## config.mk

```make
export PLATFORM = sky130hd
export DESIGN_NAME = tw_cpu_core
export DESIGN_NICKNAME = d
export VERILOG_FILES = /design/src/rtl/tw_pkg.sv /design/src/rtl/tw_exec.sv /design/src/rtl/tw_cpu_core.sv
export SDC_FILE = /design/constraint.sdc
export NUM_CORES = 1
export LEC_CHECK = 0
export ABC_AREA = 0
export CAP_MARGIN = 0
export CORE_MARGIN = 8
export CORE_UTILIZATION = 45
export DETAILED_ROUTE_END_ITERATION = 8
export MAX_ROUTING_LAYER = met4
export PLACE_DENSITY = 0.7
export SYNTH_ARGS = -nofsm -noshare
export SYNTH_HDL_FRONTEND = slang
export SYNTH_SLANG_ARGS = --single-unit
```

## constraint.sdc

```tcl
create_clock -name clock -period 2.91 [get_ports clock]
set_input_delay 0.7275 -clock clock [delete_from_list [all_inputs] [get_ports clock]]
set_output_delay 0.7275 -clock clock [all_outputs]
set_load 0.005 [all_outputs]
```

## src/rtl/tw_pkg.sv

```systemverilog
// Shared opcode encoding and privilege mode values for the TW core.
package tw_pkg;

  localparam int unsigned OPCODE_W = 4;

  typedef enum logic [OPCODE_W-1:0] {
    ADD_A_IMM = 4'd0,
    MOV_A_B   = 4'd1,
    IN_A      = 4'd2,
    MOV_A_IMM = 4'd3,
    MOV_B_A   = 4'd4,
    ADD_B_IMM = 4'd5,
    IN_B      = 4'd6,
    MOV_B_IMM = 4'd7,
    NOP0      = 4'd8,
    OUT_B     = 4'd9,
    RETI      = 4'd10,
    OUT_IMM   = 4'd11,
    SWAP      = 4'd12,
    SWI       = 4'd13,
    JNC       = 4'd14,
    JMP       = 4'd15
  } opcode_t;

  typedef enum logic {
    MODE_USER = 1'b0,
    MODE_PRIV = 1'b1
  } mode_t;

endpackage

```

## src/rtl/tw_exec.sv

```systemverilog
// Combinational instruction decode/execute for the TW core: maps one fetched
// instruction and the active bank to its architectural next-state values.
module tw_exec
  import tw_pkg::*;
#(
  parameter int unsigned DATA_W  = 4,
  parameter int unsigned ADDR_W  = 4,
  parameter int unsigned SWI_VEC = 0
) (
  input  opcode_t             opcode,
  input  logic [DATA_W-1:0]   imm,
  input  logic [DATA_W-1:0]   a,
  input  logic [DATA_W-1:0]   b,
  input  logic                c,
  input  logic [DATA_W-1:0]   in_port,
  input  logic [ADDR_W-1:0]   pc,
  input  logic [ADDR_W-1:0]   epc,
  input  logic                priv,
  output logic [DATA_W-1:0]   next_a,
  output logic [DATA_W-1:0]   next_b,
  output logic                next_c,
  output logic [ADDR_W-1:0]   next_pc,
  output logic [ADDR_W-1:0]   next_epc,
  output logic                next_priv,
  output logic                out_we,
  output logic [DATA_W-1:0]   out_val,
  output logic                do_swap
);

  logic [DATA_W:0]   sum_a;
  logic [DATA_W:0]   sum_b;
  logic [ADDR_W-1:0] pc_inc;
  logic [ADDR_W-1:0] target;

  assign sum_a  = {1'b0, a} + {1'b0, imm};
  assign sum_b  = {1'b0, b} + {1'b0, imm};
  assign pc_inc = pc + ADDR_W'(1);
  assign target = imm[ADDR_W-1:0];

  always_comb begin
    next_a    = a;
    next_b    = b;
    next_c    = c;
    next_pc   = pc_inc;
    next_epc  = epc;
    next_priv = priv;
    out_we    = 1'b0;
    out_val   = '0;
    do_swap   = 1'b0;
    case (opcode)
      ADD_A_IMM: {next_c, next_a} = sum_a;
      MOV_A_B:   next_a = b;
      IN_A:      next_a = in_port;
      MOV_A_IMM: next_a = imm;
      MOV_B_A:   next_b = a;
      ADD_B_IMM: {next_c, next_b} = sum_b;
      IN_B:      next_b = in_port;
      MOV_B_IMM: next_b = imm;
      NOP0:      ;
      OUT_B: begin
        out_we  = 1'b1;
        out_val = b;
      end
      RETI: if (priv) begin
        next_pc   = epc;
        next_priv = 1'b0;
      end
      OUT_IMM: begin
        out_we  = 1'b1;
        out_val = imm;
      end
      SWAP:      do_swap = priv;
      SWI: if (!priv) begin
        next_epc  = pc_inc;
        next_priv = 1'b1;
        next_pc   = ADDR_W'(SWI_VEC);
      end
      JNC:       if (!c) next_pc = target;
      JMP:       next_pc = target;
      default:   ;
    endcase
  end

endmodule

```

## src/rtl/tw_cpu_core.sv

```systemverilog
// TW execution core: banked registers, stalling fetch, SWI/RETI and irq entry.
// Define TW_SWAP_B_EN to make privileged SWAP also exchange the B banks.
module tw_cpu_core
  import tw_pkg::*;
#(
  parameter int unsigned DATA_W  = 4,
  parameter int unsigned ADDR_W  = 4,
  parameter int unsigned SWI_VEC = 0,
  parameter int unsigned IRQ_VEC = 8
) (
  input  logic                       clock,
  input  logic                       reset,
  output logic [ADDR_W:0]            fetch_addr,
  input  logic [OPCODE_W+DATA_W-1:0] instr,
  input  logic                       instr_valid,
  input  logic [DATA_W-1:0]          in_port,
  output logic [DATA_W-1:0]          out_port,
  input  logic                       irq,
  output logic                       irq_ack
);

  // Index 0 is the user bank, index 1 the privileged bank.
  logic [DATA_W-1:0] bank_a [2];
  logic [DATA_W-1:0] bank_b [2];
  logic              bank_c [2];
  logic [ADDR_W-1:0] pc;
  logic [ADDR_W-1:0] epc;
  mode_t             mode;

  logic              priv;
  logic              irq_take;
  opcode_t           opcode;
  logic [DATA_W-1:0] imm;
  logic [DATA_W-1:0] next_a;
  logic [DATA_W-1:0] next_b;
  logic              next_c;
  logic [ADDR_W-1:0] next_pc;
  logic [ADDR_W-1:0] next_epc;
  logic              next_priv;
  logic              out_we;
  logic [DATA_W-1:0] out_val;
  logic              do_swap;

  assign priv       = (mode == MODE_PRIV);
  assign opcode     = opcode_t'(instr[OPCODE_W+DATA_W-1:DATA_W]);
  assign imm        = instr[DATA_W-1:0];
  assign fetch_addr = {priv, pc};
  // irq is only sampled on a valid fetch in user mode; it preempts that fetch.
  assign irq_take   = instr_valid && irq && !priv;

  tw_exec #(
    .DATA_W  (DATA_W),
    .ADDR_W  (ADDR_W),
    .SWI_VEC (SWI_VEC)
  ) u_exec (
    .opcode    (opcode),
    .imm       (imm),
    .a         (bank_a[priv]),
    .b         (bank_b[priv]),
    .c         (bank_c[priv]),
    .in_port   (in_port),
    .pc        (pc),
    .epc       (epc),
    .priv      (priv),
    .next_a    (next_a),
    .next_b    (next_b),
    .next_c    (next_c),
    .next_pc   (next_pc),
    .next_epc  (next_epc),
    .next_priv (next_priv),
    .out_we    (out_we),
    .out_val   (out_val),
    .do_swap   (do_swap)
  );

  always_ff @(posedge clock or posedge reset) begin
    if (reset) begin
      bank_a[0] <= '0;
      bank_a[1] <= '0;
      bank_b[0] <= '0;
      bank_b[1] <= '0;
      bank_c[0] <= 1'b0;
      bank_c[1] <= 1'b0;
      pc        <= '0;
      epc       <= '0;
      mode      <= MODE_USER;
      out_port  <= '0;
      irq_ack   <= 1'b0;
    end else begin
      irq_ack <= irq_take;
      if (irq_take) begin
        epc  <= pc;
        mode <= MODE_PRIV;
        pc   <= ADDR_W'(IRQ_VEC);
      end else if (instr_valid) begin
        pc   <= next_pc;
        epc  <= next_epc;
        mode <= next_priv ? MODE_PRIV : MODE_USER;
        if (do_swap) begin
          bank_a[0] <= bank_a[1];
          bank_a[1] <= bank_a[0];
`ifdef TW_SWAP_B_EN
          bank_b[0] <= bank_b[1];
          bank_b[1] <= bank_b[0];
`endif
        end else begin
          bank_a[priv] <= next_a;
          bank_b[priv] <= next_b;
        end
        bank_c[priv] <= next_c;
        if (out_we) out_port <= out_val;
      end
    end
  end

endmodule

```

# Word-level counts from Yosys, hierarchy flattened
# Index checks and enable logic that the tools add are counted.
[totals] ff_bits=32 out_inout_bits=10 input_bits=16 word_cells=81
[classes] n_lt_le_gt_ge=2 reduce_logical=12 bitwise_logic=3 eq_ne=14 addsub=3 muxes=36
[ops] cell="2-to-1 mux 4 bit" n=15
[ops] cell="one-hot mux 4 bit (4 select lines)" n=3
[ops] cell="== test 4 bit, second input constant" n=7
[ops] cell="bitwise mux 8 bit" n=2
[ops] cell="== test 4 x 3 -> 1 bit, second input constant" n=4
[ops] cell="adder 4 x 4 -> 5 bit" n=2
[ops] cell="2-to-1 mux 1 bit" n=9
[ops] cell="== test 4 x 2 -> 1 bit, second input constant" n=2
[ops] cell="2-to-1 mux 8 bit" n=1
[ops] cell="one-hot mux 4 bit (2 select lines)" n=1
[ops] cell="AND reduction 3 bit" n=2
[ops] cell="adder 4 x 1 -> 4 bit, second input constant" n=1
[ops] cell="demux 4 bit (select 1 bit)" n=1
[ops] cell="== test 4 x 1 -> 1 bit, second input constant" n=1
[ops] cell="logical NOT 4 bit" n=1
[ops] cell="one-hot mux 1 bit (2 select lines)" n=2
[ops] cell="AND reduction 2 bit" n=2
[ops] cell="nonzero test 2 bit" n=2
[ops] cell="logical AND 1 bit" n=3
[ops] cell="bitwise mux 2 bit" n=1
[ops] cell="greater-or-equal comparator 2 bit, second input constant" n=1
[ops] cell="less-than comparator 2 x 1 -> 1 bit, second input constant" n=1
[ops] cell="inverter 1 bit" n=2
[ops] cell="inverter 1 -> 2 bit" n=1
[ops] cell="3 further kinds" n=3

# Longest topological paths before layout
# Gate-level depths: netlist of the first run.
[logic_depth] word_depth=8 depth_mapped=10 depth_no_buf=8

# Modules after synthesis
# From an unflattened synthesis of the first run, not the netlist that was laid out.
[unflattened] cells_unflattened=258 hier_area_um2=2502.4
[modules_own_cells] mod="tw_cpu_core" area_per_inst_um2=1547.7 cells_each=126 instances=1
[modules_own_cells] mod="tw_exec" area_per_inst_um2=954.7 cells_each=132 instances=1

# Least setup slack after synthesis of the first run
# Ideal clock, no wire load.
[synth_timing] path_type="flip-flop to flip-flop" startpoint="reg mode" endpoint="reg bank_a[2] (netlist bit)" synth_period_minus_slack_ns=2.431 arrival_ns=2.312 n_path_buf=1 stages_incl_launch_ff=10 setup_ns=0.119 path_slack_ns=0.479 path_cell_list="dfrtp_1 > buf_6 > mux2_4 > ha_1 > fa_1 > xor2_1 > mux4_2 > nor2_1 > o21ai_1 > o21a_1"
[synth_between] elab_chain_len=8 elab_cells_between_ends=21 cone_classes="1 x add/sub; 2 x order compare; 12 x mux; 2 x bitwise; 4 x reduce/logical"
[synth_lines] item="start: declaration" line_no="tw_cpu_core.sv:28" text="mode_t mode;"
[synth_lines] item="start signal: assignment" line_no="tw_cpu_core.sv:98" text="mode <= next_priv ? MODE_PRIV : MODE_USER;"
[synth_lines] item="inverter 1 -> 2 bit (not written as such)" line_no="tw_cpu_core.sv:58, tw_cpu_core.sv:59, tw_cpu_core.sv:107"
[synth_lines] item="2-to-1 mux 4 bit (not written as such) (3 in a row)" line_no="tw_cpu_core.sv:58" text=".a (bank_a[priv]),"
[synth_lines] item="adder 4 x 4 -> 5 bit" line_no="tw_exec.sv:35" text="assign sum_a = {1'b0, a} + {1'b0, imm};"
[synth_lines] item="one-hot mux 4 bit (4 select lines)" line_no="tw_exec.sv:50" text="case (opcode)"
[synth_lines] item="bitwise mux 8 bit" line_no="tw_cpu_core.sv:107" text="bank_a[priv] <= next_a;"
[synth_lines] item="2-to-1 mux 8 bit" line_no="tw_cpu_core.sv:99" text="if (do_swap) begin"
[synth_lines] item="end signal: indexed assignment" line_no="tw_cpu_core.sv:107"
[synth_lines] item="end: declaration" line_no="tw_cpu_core.sv:23" text="logic [DATA_W-1:0] bank_a [2];"
# Several ways; a longest one is shown, not always the timed one. The select of a mux whose other input is x is not followed.
# A chain may end at the register's enable or synchronous reset.

# Worst setup path after layout of the first run
[layout_timing] startpoint="in instr[1]" endpoint="reg bank_b[7] (netlist bit)"
[layout_between] elab_chain_len=3
[layout_lines] item="start: declaration" line_no="tw_cpu_core.sv:14" text="input logic [OPCODE_W+DATA_W-1:0] instr,"
[layout_lines] item="adder 4 x 4 -> 5 bit" line_no="tw_exec.sv:36" text="assign sum_b = {1'b0, b} + {1'b0, imm};"
[layout_lines] item="one-hot mux 4 bit (4 select lines)" line_no="tw_exec.sv:50"
[layout_lines] item="bitwise mux 8 bit" line_no="tw_cpu_core.sv:108" text="bank_b[priv] <= next_b;"
[layout_lines] item="end signal: indexed assignment" line_no="tw_cpu_core.sv:108"
[layout_lines] item="end: declaration" line_no="tw_cpu_core.sv:24" text="logic [DATA_W-1:0] bank_b [2];"
# No other way between the ends.

==> results.toml, run 1 <==
[outcome]
outcome = "completed"

[synth]
ys_seq_area_share_pct = 34.33
synthTopCellsByCount = "dfrtp_1 (32), a21oi_1 (25), nand2_1 (25)"
synth_top_area_cell = "dfrtp_1"
syn_nets = 274
synth_area_um2 = 2332
synthCells = 247
yosysWarnings = 0
synth_cell_type_count = 47
synth_ff_type = "dfrtp_1"
synth_edf_count = 0
avgSynthCellArea_um2 = 9.442
ys_seq_elements = 32
synthTopCellsByArea = "dfrtp_1 (34%), mux4_2 (6.8%), a21oi_1 (5.4%), ha_1 (4.8%), o21ai_0 (4.1%)"
synth-async-reset-ratio_pct = 100.0
synth_most_common_cell = "dfrtp_1"
synth_top_area_share_pct = 34.33

[setup_path]
required_ns = 3.09
path_delay_family = "multiplexers"
crit_type = "primary input to flop"
crit_slowest_cell = "clkdlybuf4s50_1"
cp-end-kind = "flop"
cp_max_fo = 6
path_buf_inv = 1
worstPathCellList = "clkdlybuf4s50_1 > ha_1 > a21o_1 > a21oi_1 > xnor2_1 > mux4_2 > mux2_2"
critPathMaxStageDelay_ns = 0.65
arrival_ns = 2.89
start_kind = "primary input"

[floorplan]
die_w_um = 87.99
num_rows = 26
core_um2 = 5042
start_util_pct = 46.25
die_h_um = 87.99
die-area_um2 = 7742
ios = 26

[timing]
clock_skew_ns = 0.009167
relSlewSlack_pct = 64.65
fin_tns_setup_ns = 0
finalCriticalPeriod_ns = 2.710
min_period_over_period_pct = 93.12
slew_violations = 0
max_slew.worst_pin.slew_ns = 0.5263
final_hold_viol_count = 0
rsz0062_at_grt = "false"
setup_violations = 0
max_freq_mhz = 369.0

[grt]
grt-ovfl-total = 0
grt_max_degree = 33
grt_pass1_vias = 1969
antenna_found_initial = 0
grt_pass1_wl_um = 9618
track_usage_pct = 16.59

[drt]
route.vias.total = 1986
drt_iter0_drc = 153
wl_um = 5809
drtPass1Iterations = 5
drc = 0
ant_nets = 0
via_per_inst = 5.674
wl_per_cell_um = 16.60

[cells_and_area]
fillers = 457
final_cell_count_no_fill = 350
layout-drive-gt1-share_pct = 16.43
diodes = 0
fin_nets = 307
area_growth_syn_to_layout_pct = 19.15

[clock_network]
htreeDepth = 2
cts_root_buffer = "clkbuf_8"
ctsHoldBuffers = 0
clk_pin_slew_ns = 0.07
post_cts_buffers = 0
cts_made_buffers = 5
worstSkewPairLatency_ns = 0.29
cts_tree = "built"
clockBufferDepth = 2
cts_resized = 0
clock-sinks = 32

[power]
p_per_area_nw_per_um2 = 649.7
peakVddDrop_uv = 372.1
power.leakage_nw = 1.191

[min_path]
min_path_type = "flop to flop"

[placement]
place_inst = 343
dp_hpwl_um = 4439
port_buffers = 25
gp_congestion = 0.8825

[flow_run]
max-cap-violations = 0
[metrics by stage]
step                      setup WS (ns)  utilization (%)  hold WS (ns)  power [mW]  cell area [um^2]
after floorplan                  0.4788                -        0.4444       1.248              2332
after global placement          0.01101            53.57        0.4626       1.459              2701
after detailed placement       -0.02813            53.57        0.4705       1.481              2701
after CTS                        0.2184            55.11        0.4851       1.816              2779
after global routing             0.1172            55.11        0.5078       1.944              2779
final                            0.2003            55.11        0.4794       1.805              2779
[layout make-up]
| type | count | area, um^2 | area share, % |
|---|---|---|---|
| Timing Repair Buffer | 40 | 362.8 | 13.06 |
| Clock inverter | 1 | 5.005 | 0.1801 |
| Tap cell | 70 | 87.58 | 3.152 |
| Multi-Input combinational cell | 192 | 1416 | 50.97 |
| Inverter | 9 | 33.78 | 1.216 |
| Sequential cell | 32 | 800.8 | 28.82 |
| Clock buffer | 6 | 72.57 | 2.611 |
[worst paths after layout]
kind,start,end,slack [ns],depth (start not counted)
min,bank_b[4],bank_b[4],0.48,2
max reg2reg,mode,bank_a[2],0.39,8
max in group asynchronous,reset,bank_a[1],1.78,3
max,instr[1],bank_b[7],0.20,7
min in group asynchronous,reset,pc[2],0.82,3
min reg2reg,bank_b[4],bank_b[4],0.48,2
[sequential cells by signal (all words and copies together), names as in the netlist]
signal and count:
bank_a 8, bank_b 8, epc 4, out_port 4
pc 4, bank_c 2, irq_ack 1, mode 1
[logic make-up (layout without fill, tap and decap cells)]
| kind of cell | count (synthesis) | after routing | synth area share (%) |
|---|---|---|---|
| compound gates | 79 | 79 | 20.98 |
| xor+xnor | 5 | 5 | 1.878 |
| fa+ha+maj | 11 | 11 | 6.545 |
| buf+inv | 23 | 56 | 4.935 |
| flops | 32 | 32 | 34.33 |
| mux | 26 | 26 | 16.36 |
| simple gates | 71 | 71 | 14.97 |
[cell usage in the layout (no fill, tap or decap), drive strengths merged, types with 3 or more instances in the layout]
master | synthesis | layout
buf | 9 | 15
a22oi | 7 | 7
inv | 9 | 9
o21a | 3 | 3
ha | 9 | 9
o21ai | 22 | 22
nand2b | 4 | 4
nand3 | 7 | 7
dfrtp | 32 | 32
o22ai | 4 | 4
a21oi | 25 | 25
mux2 | 12 | 12
a21o | 5 | 5
clkdlybuf4s50 | 0 | 25
nand2 | 26 | 26
or3 | 3 | 3
mux2i | 7 | 7
mux4 | 7 | 7
clkbuf | 5 | 6
nor2 | 18 | 18
xnor2 | 3 | 3
[layer usage]
metal | GRT usage (%) | part of all wire (%)
met4 | 7.813 | 2.4
met3 | 3.565 | 6.0
met5 | - | 0
met2 | 24.49 | 45
met1 | 21.03 | 47
[worst register-to-register path: cells and delay by family (launching register included)]
family | cells | cell delay, ns
mux | 2 | 0.78
flops | 1 | 0.47
fa+ha+maj | 1 | 0.44
buf+inv | 1 | 0.21
compound gates | 2 | 0.19
xor+xnor | 1 | 0.17
simple gates | 1 | 0.15
[where the power goes]
part	internal (mW)	switching (mW)	total [mW]
registers	0.591	0.111	0.702
logic	0.410	0.370	0.781
clock network	0.162	0.161	0.323
No activity file was read; power rests on OpenSTA's default activity.
==> inputs of run 2 (changes only) <==
--- a/config.mk
+++ b/config.mk
@@ -7,7 +7,6 @@
 export LEC_CHECK = 0
 export ABC_AREA = 0
 export CAP_MARGIN = 0
-export CORE_MARGIN = 8
 export CORE_UTILIZATION = 45
 export DETAILED_ROUTE_END_ITERATION = 8
 export MAX_ROUTING_LAYER = met4
==> run 2 against run 1 <==
  * Sequential share of layout area is 0.19 points lower
  * Highest routed layer unchanged
  * Critical path depth stayed put
  * Clock skew is 0.0064 ns lower
  * Global-route usage is 7.9 points higher
  * Critical path type is now flop to flop
  * Hold slack better by 0.0050 ns
  * Clock-buffer cell count stayed put
  * Final cell count is 0.29% lower
==> results.toml, run 2 (synthesis gave the netlist of run 1 again) <==
[setup_path]
r2r_setup_slack_ns = 0.27
r2r_end = "bank_b[3]"
required_ns = 3.09
cp-end-kind = "flop"
start_kind = "flop"
arrival_ns = 2.83
critPathMaxStageDelay_ns = 0.55
cp_max_fo = 9
crit_slowest_cell = "dfrtp_1"
crit_type = "flop to flop"
reg2reg_from = "mode"
r2r_cells = 7
worstPathCellList = "buf_4 > mux2_4 > ha_1 > a21oi_1 > xnor2_1 > mux4_2 > mux2_2"

[power]
peakVddDrop_uv = 391.7
power.leakage_nw = 1.206
p_per_area_nw_per_um2 = 664.7
totalPowerFinal_mw = 1.860

[flow_run]
max-cap-violations = 0

[timing]
max_slew.worst_pin.slew_ns = 0.5060
setup_violations = 0
relSlewSlack_pct = 66.01
whs_ns = 0.4844
fin_tns_setup_ns = 0
slew_violations = 0
finalCriticalPeriod_ns = 2.645
clock_skew_ns = 0.002797
rsz0062_at_grt = "false"
final_hold_viol_count = 0
max_freq_mhz = 378.1
min_period_over_period_pct = 90.88

[grt]
grt_pass1_wl_um = 9611
grt_max_degree = 33
antenna_found_initial = 0
grt_pass1_vias = 2007
track_usage_pct = 24.52
grt-ovfl-total = 0

[floorplan]
die_w_um = 73.99
die-area_um2 = 5475
die_h_um = 73.99
ios = 26
num_rows = 25
core_um2 = 4848
start_util_pct = 48.10

[placement]
dp_hpwl_um = 4337
gp_congestion = 0.8592
place_inst = 341
dpl_cell_area_um2 = 2705
port_buffers = 25

[cells_and_area]
diodes = 0
reg_top3 = "bank_a x8, bank_b x8"
final_area_um2 = 2798
final_cell_count_no_fill = 349
final_common_cell = "dfrtp_1"
fillers = 424
area_growth_syn_to_layout_pct = 19.96
layout_common_cells = "dfrtp_1 (32), nand2_1 (25), a21oi_1 (25), clkdlybuf4s50_1 (25), o21ai_0 (19)"
fin_nets = 308
layout-drive-gt1-share_pct = 17.38

[clock_network]
cts_tree = "built"
ctsHoldBuffers = 0
cts_root_buffer = "clkbuf_8"
clk_pin_slew_ns = 0.07
clock-sinks = 32
worstSkewPairLatency_ns = 0.30
cts_resized = 0
clockBufferDepth = 2
post_cts_buffers = 0
cts_made_buffers = 5
htreeDepth = 2

[drt]
route.vias.total = 2031
wl_per_cell_um = 16.36
drt_iter0_drc = 142
via_per_inst = 5.819
drtPass1Iterations = 4
ant_nets = 0
wl_um = 5710
drc = 0

[min_path]
whs_path_depth = 2
min_from = "bank_b[1]"
min_path_type = "flop to flop"
holdPathEnd = "bank_b[1]"

[outcome]
outcome = "completed"
-- run 2: changes by cell type in the layout (fill, tap and decap cells not counted) --
cell      change
clkinv_2      +1
clkbuf_1      -1
clkbuf_8      +1
buf_4         +1
-- run 2: how the worst max path moves through the flow --
stage	start	end	slack (ns)	depth (start not counted)
floorplan	mode	bank_a[2]	0.48	9
global placement	instr[0]	bank_a[2]	0.05	8
detailed placement	instr[0]	bank_a[2]	0.007	8
CTS	mode	bank_b[6]	0.28	6
global route	mode	bank_b[3]	0.17	7
finish	mode	bank_b[3]	0.27	7
-- run 2: power breakdown --
group,internal [mW],switching (mW),leakage [nW],total (mW)
Clock,0.189,0.179,0.0510,0.367
Sequential,0.591,0.116,0.396,0.707
Combinational,0.410,0.375,0.759,0.786
-- run 2: area by class of cell --
class | count | area (um^2) | area share (%)
Inverter | 9 | 33.78 | 1.208
Sequential cell | 32 | 800.8 | 28.62
Multi-Input combinational cell | 192 | 1416 | 50.63
Tap cell | 67 | 83.83 | 2.996
Clock buffer | 6 | 82.58 | 2.952
Timing Repair Buffer | 41 | 370.4 | 13.24
Clock inverter | 2 | 10.01 | 0.3578
-- run 2: metrics by stage --
| step | util, % | setup slack [ns] |
|---|---|---|
| final | 57.70 | 0.2653 |
| after global routing | 57.70 | 0.1738 |
| after CTS | 57.70 | 0.2788 |
| after detailed placement | 55.79 | 0.007026 |
| after global placement | 55.79 | 0.04664 |
| after floorplan | - | 0.4788 |
-- run 2: metal layers --
layer / track usage, % / wire [um] / share of wire [%] / up-vias
li1: - / - / - / 981
met1: 31.45 / 2555 / 45 / 986
met2: 39.39 / 2761 / 48 / 55
met3: 3.659 / 280 / 4.9 / 9
met4: 8.974 / 112 / 2.0 / 0
met5: - / 0 / 0 / -
-- run 2: critical path: cells and delay by family, from the launching register on --
family / cells / cell delay (ns)
muxes: 3 / 1.10
DFF: 1 / 0.55
adders and majority gates: 1 / 0.33
buffers and inverters: 1 / 0.26
AOI/OAI and AO/OA: 1 / 0.21
xor gates and xnor gates: 1 / 0.09
==> inputs of run 3 (changes only) <==
--- a/config.mk
+++ b/config.mk
@@ -10,7 +10,7 @@
 export CORE_UTILIZATION = 45
 export DETAILED_ROUTE_END_ITERATION = 8
 export MAX_ROUTING_LAYER = met4
-export PLACE_DENSITY = 0.7
+export PLACE_DENSITY = 0.77
 export SYNTH_ARGS = -nofsm -noshare
 export SYNTH_HDL_FRONTEND = slang
 export SYNTH_SLANG_ARGS = --single-unit
==> run 3 against run 2 <==
  * Hold slack worse by 0.0057 ns
  * Combinational power is 1% lower
  * Clock power increased by 2%
  * Critical path type unchanged
  * Die area unchanged
  * Clock-buffer cell count is 1 higher
  * Sequential cell count stayed put
  * Critical path depth is 1 higher
  * Core utilization decreased by 0.23 points
  * Register-to-register slack about the same
  * Via count grew 0.15%
==> results.toml, run 3 (synthesis gave the netlist of run 1 again) <==
[power]
pwr-share-comb_pct = 41.7
p_clk_share_pct = 20.3
netSwitchingFraction_pct = 35.02
totalPowerFinal_mw = 1.858
p_per_area_nw_per_um2 = 666.7
p_seq_share_pct = 38.0
power.leakage_nw = 1.195
p_int_mw = 1.207
power_switching_mw = 0.6505
peakVddDrop_uv = 382.0

[placement]
place_inst = 339
dp_hpwl_um = 4262
gp_congestion = 0.8985
port_buffers = 25

[cells_and_area]
final_common_cell = "dfrtp_1"
multi_input_area_um2 = 1416
final_cell_count_no_fill = 346
layout_common_cells = "dfrtp_1 (32), nand2_1 (25), a21oi_1 (25), clkdlybuf4s50_1 (25), o21ai_0 (19)"
diodes = 0
area_growth_syn_to_layout_pct = 19.47
fillers = 452
reg_top3 = "bank_a x8, bank_b x8"
fin_nets = 306
layout-drive-gt1-share_pct = 16.49
seqCellArea_um2 = 800.8

[floorplan]
core_um2 = 4848
die_w_um = 73.99
die_h_um = 73.99
ios = 26
num_rows = 25
start_util_pct = 48.10
die-area_um2 = 5475

[clock_network]
cts_resized = 0
cts_root_buffer = "clkbuf_8"
htreeDepth = 2
worstSkewPairLatency_ns = 0.29
ctsHoldBuffers = 0
clockBufferDepth = 2
post_cts_buffers = 0
clock-sinks = 32
cts_tree = "built"
cts_made_buffers = 5
clk_pin_slew_ns = 0.07

[drt]
wl_um = 5635
ant_nets = 0
drc = 0
via_per_inst = 5.879
drt_iter0_drc = 154
route.vias.total = 2034
drtPass1Iterations = 5
wl_per_cell_um = 16.29

[timing]
final_hold_viol_count = 0
setup_violations = 0
relSlewSlack_pct = 66.01
max_slew.worst_pin.slew_ns = 0.5061
finalCriticalPeriod_ns = 2.648
slew_violations = 0
min_period_over_period_pct = 90.98
rsz0062_at_grt = "false"
max_freq_mhz = 377.7
clock_skew_ns = 0.01202
whs_ns = 0.4787

[grt]
grt_pass1_wl_um = 9432
track_usage_pct = 24.29
grt_pass1_vias = 1974
antenna_found_initial = 0
grt-ovfl-total = 0
grt_max_degree = 33

[min_path]
min_path_type = "flop to flop"

[flow_run]
max-cap-violations = 0

[setup_path]
cp-end-kind = "flop"
crit_type = "flop to flop"
arrival_ns = 2.83
start_kind = "flop"
required_ns = 3.10
cp_max_fo = 12

[outcome]
outcome = "completed"
run 3: power groups by stage:
| stage | sequential [mW] | combinational (mW) | clock [mW] |
|---|---|---|---|
| final | 0.707 | 0.775 | 0.376 |
| after global routing | 0.730 | 0.859 | 0.409 |
| after CTS | 0.707 | 0.776 | 0.389 |
| after detailed placement | 0.713 | 0.768 | 0 |
| after global placement | 0.705 | 0.749 | 0 |
| after floorplan | 0.682 | 0.567 | 0 |
run 3: per-layer routing:
| metal | wire length (um) | track usage [%] | vias to the layer above |
|---|---|---|---|
| met1 | 2431 | 30.41 | 987 |
| met4 | 75 | 6.410 | 0 |
| met5 | 0 | - | - |
| met2 | 2767 | 39.29 | 70 |
| li1 | - | - | 969 |
| met3 | 360 | 5.962 | 8 |
run 3: final cells by class:
class / instances / share of cell area [%]
multi-input cells: 192 / 50.83
flip-flops and latches: 32 / 28.74
repair buffers: 39 / 12.75
clock buffers: 7 / 3.458
well taps: 67 / 3.009
inverters: 9 / 1.212
run 3: worst max-delay path: stages, from the launching register on:
cell     delay [ns]
dfrtp_1        0.51
buf_4          0.28
mux2_4         0.35
fa_1           0.43
xor2_1         0.18
mux4_2         0.44
nor2_1         0.13
o21ai_1        0.10
o21a_1         0.11
run 3: worst paths after layout:
check	startpoint	end	slack, ns	depth (start not counted)
worst min-delay path	bank_b[0]	bank_b[0]	0.48	2
min in group asynchronous	reset	out_port[2]	0.82	3
worst max-delay path	mode	bank_a[2]	0.26	8
worst max register to register	mode	bank_a[2]	0.26	8
worst min register to register	bank_b[0]	bank_b[0]	0.48	2
max in group asynchronous	reset	bank_a[7]	1.78	3
run 3: through the flow:
| step | instance area (um^2) | worst slack [ns] | TNS (ns) | utilization, % |
|---|---|---|---|---|
| floorplan | 2332 | 0.4788 | 0 | - |
| global placement | 2690 | 0.02827 | 0 | 55.48 |
| detailed placement | 2690 | -0.006351 | -0.01796 | 55.48 |
| CTS | 2786 | 0.2761 | 0 | 57.47 |
| global route | 2786 | 0.1856 | 0 | 57.47 |
| finish | 2786 | 0.2625 | 0 | 57.47 |
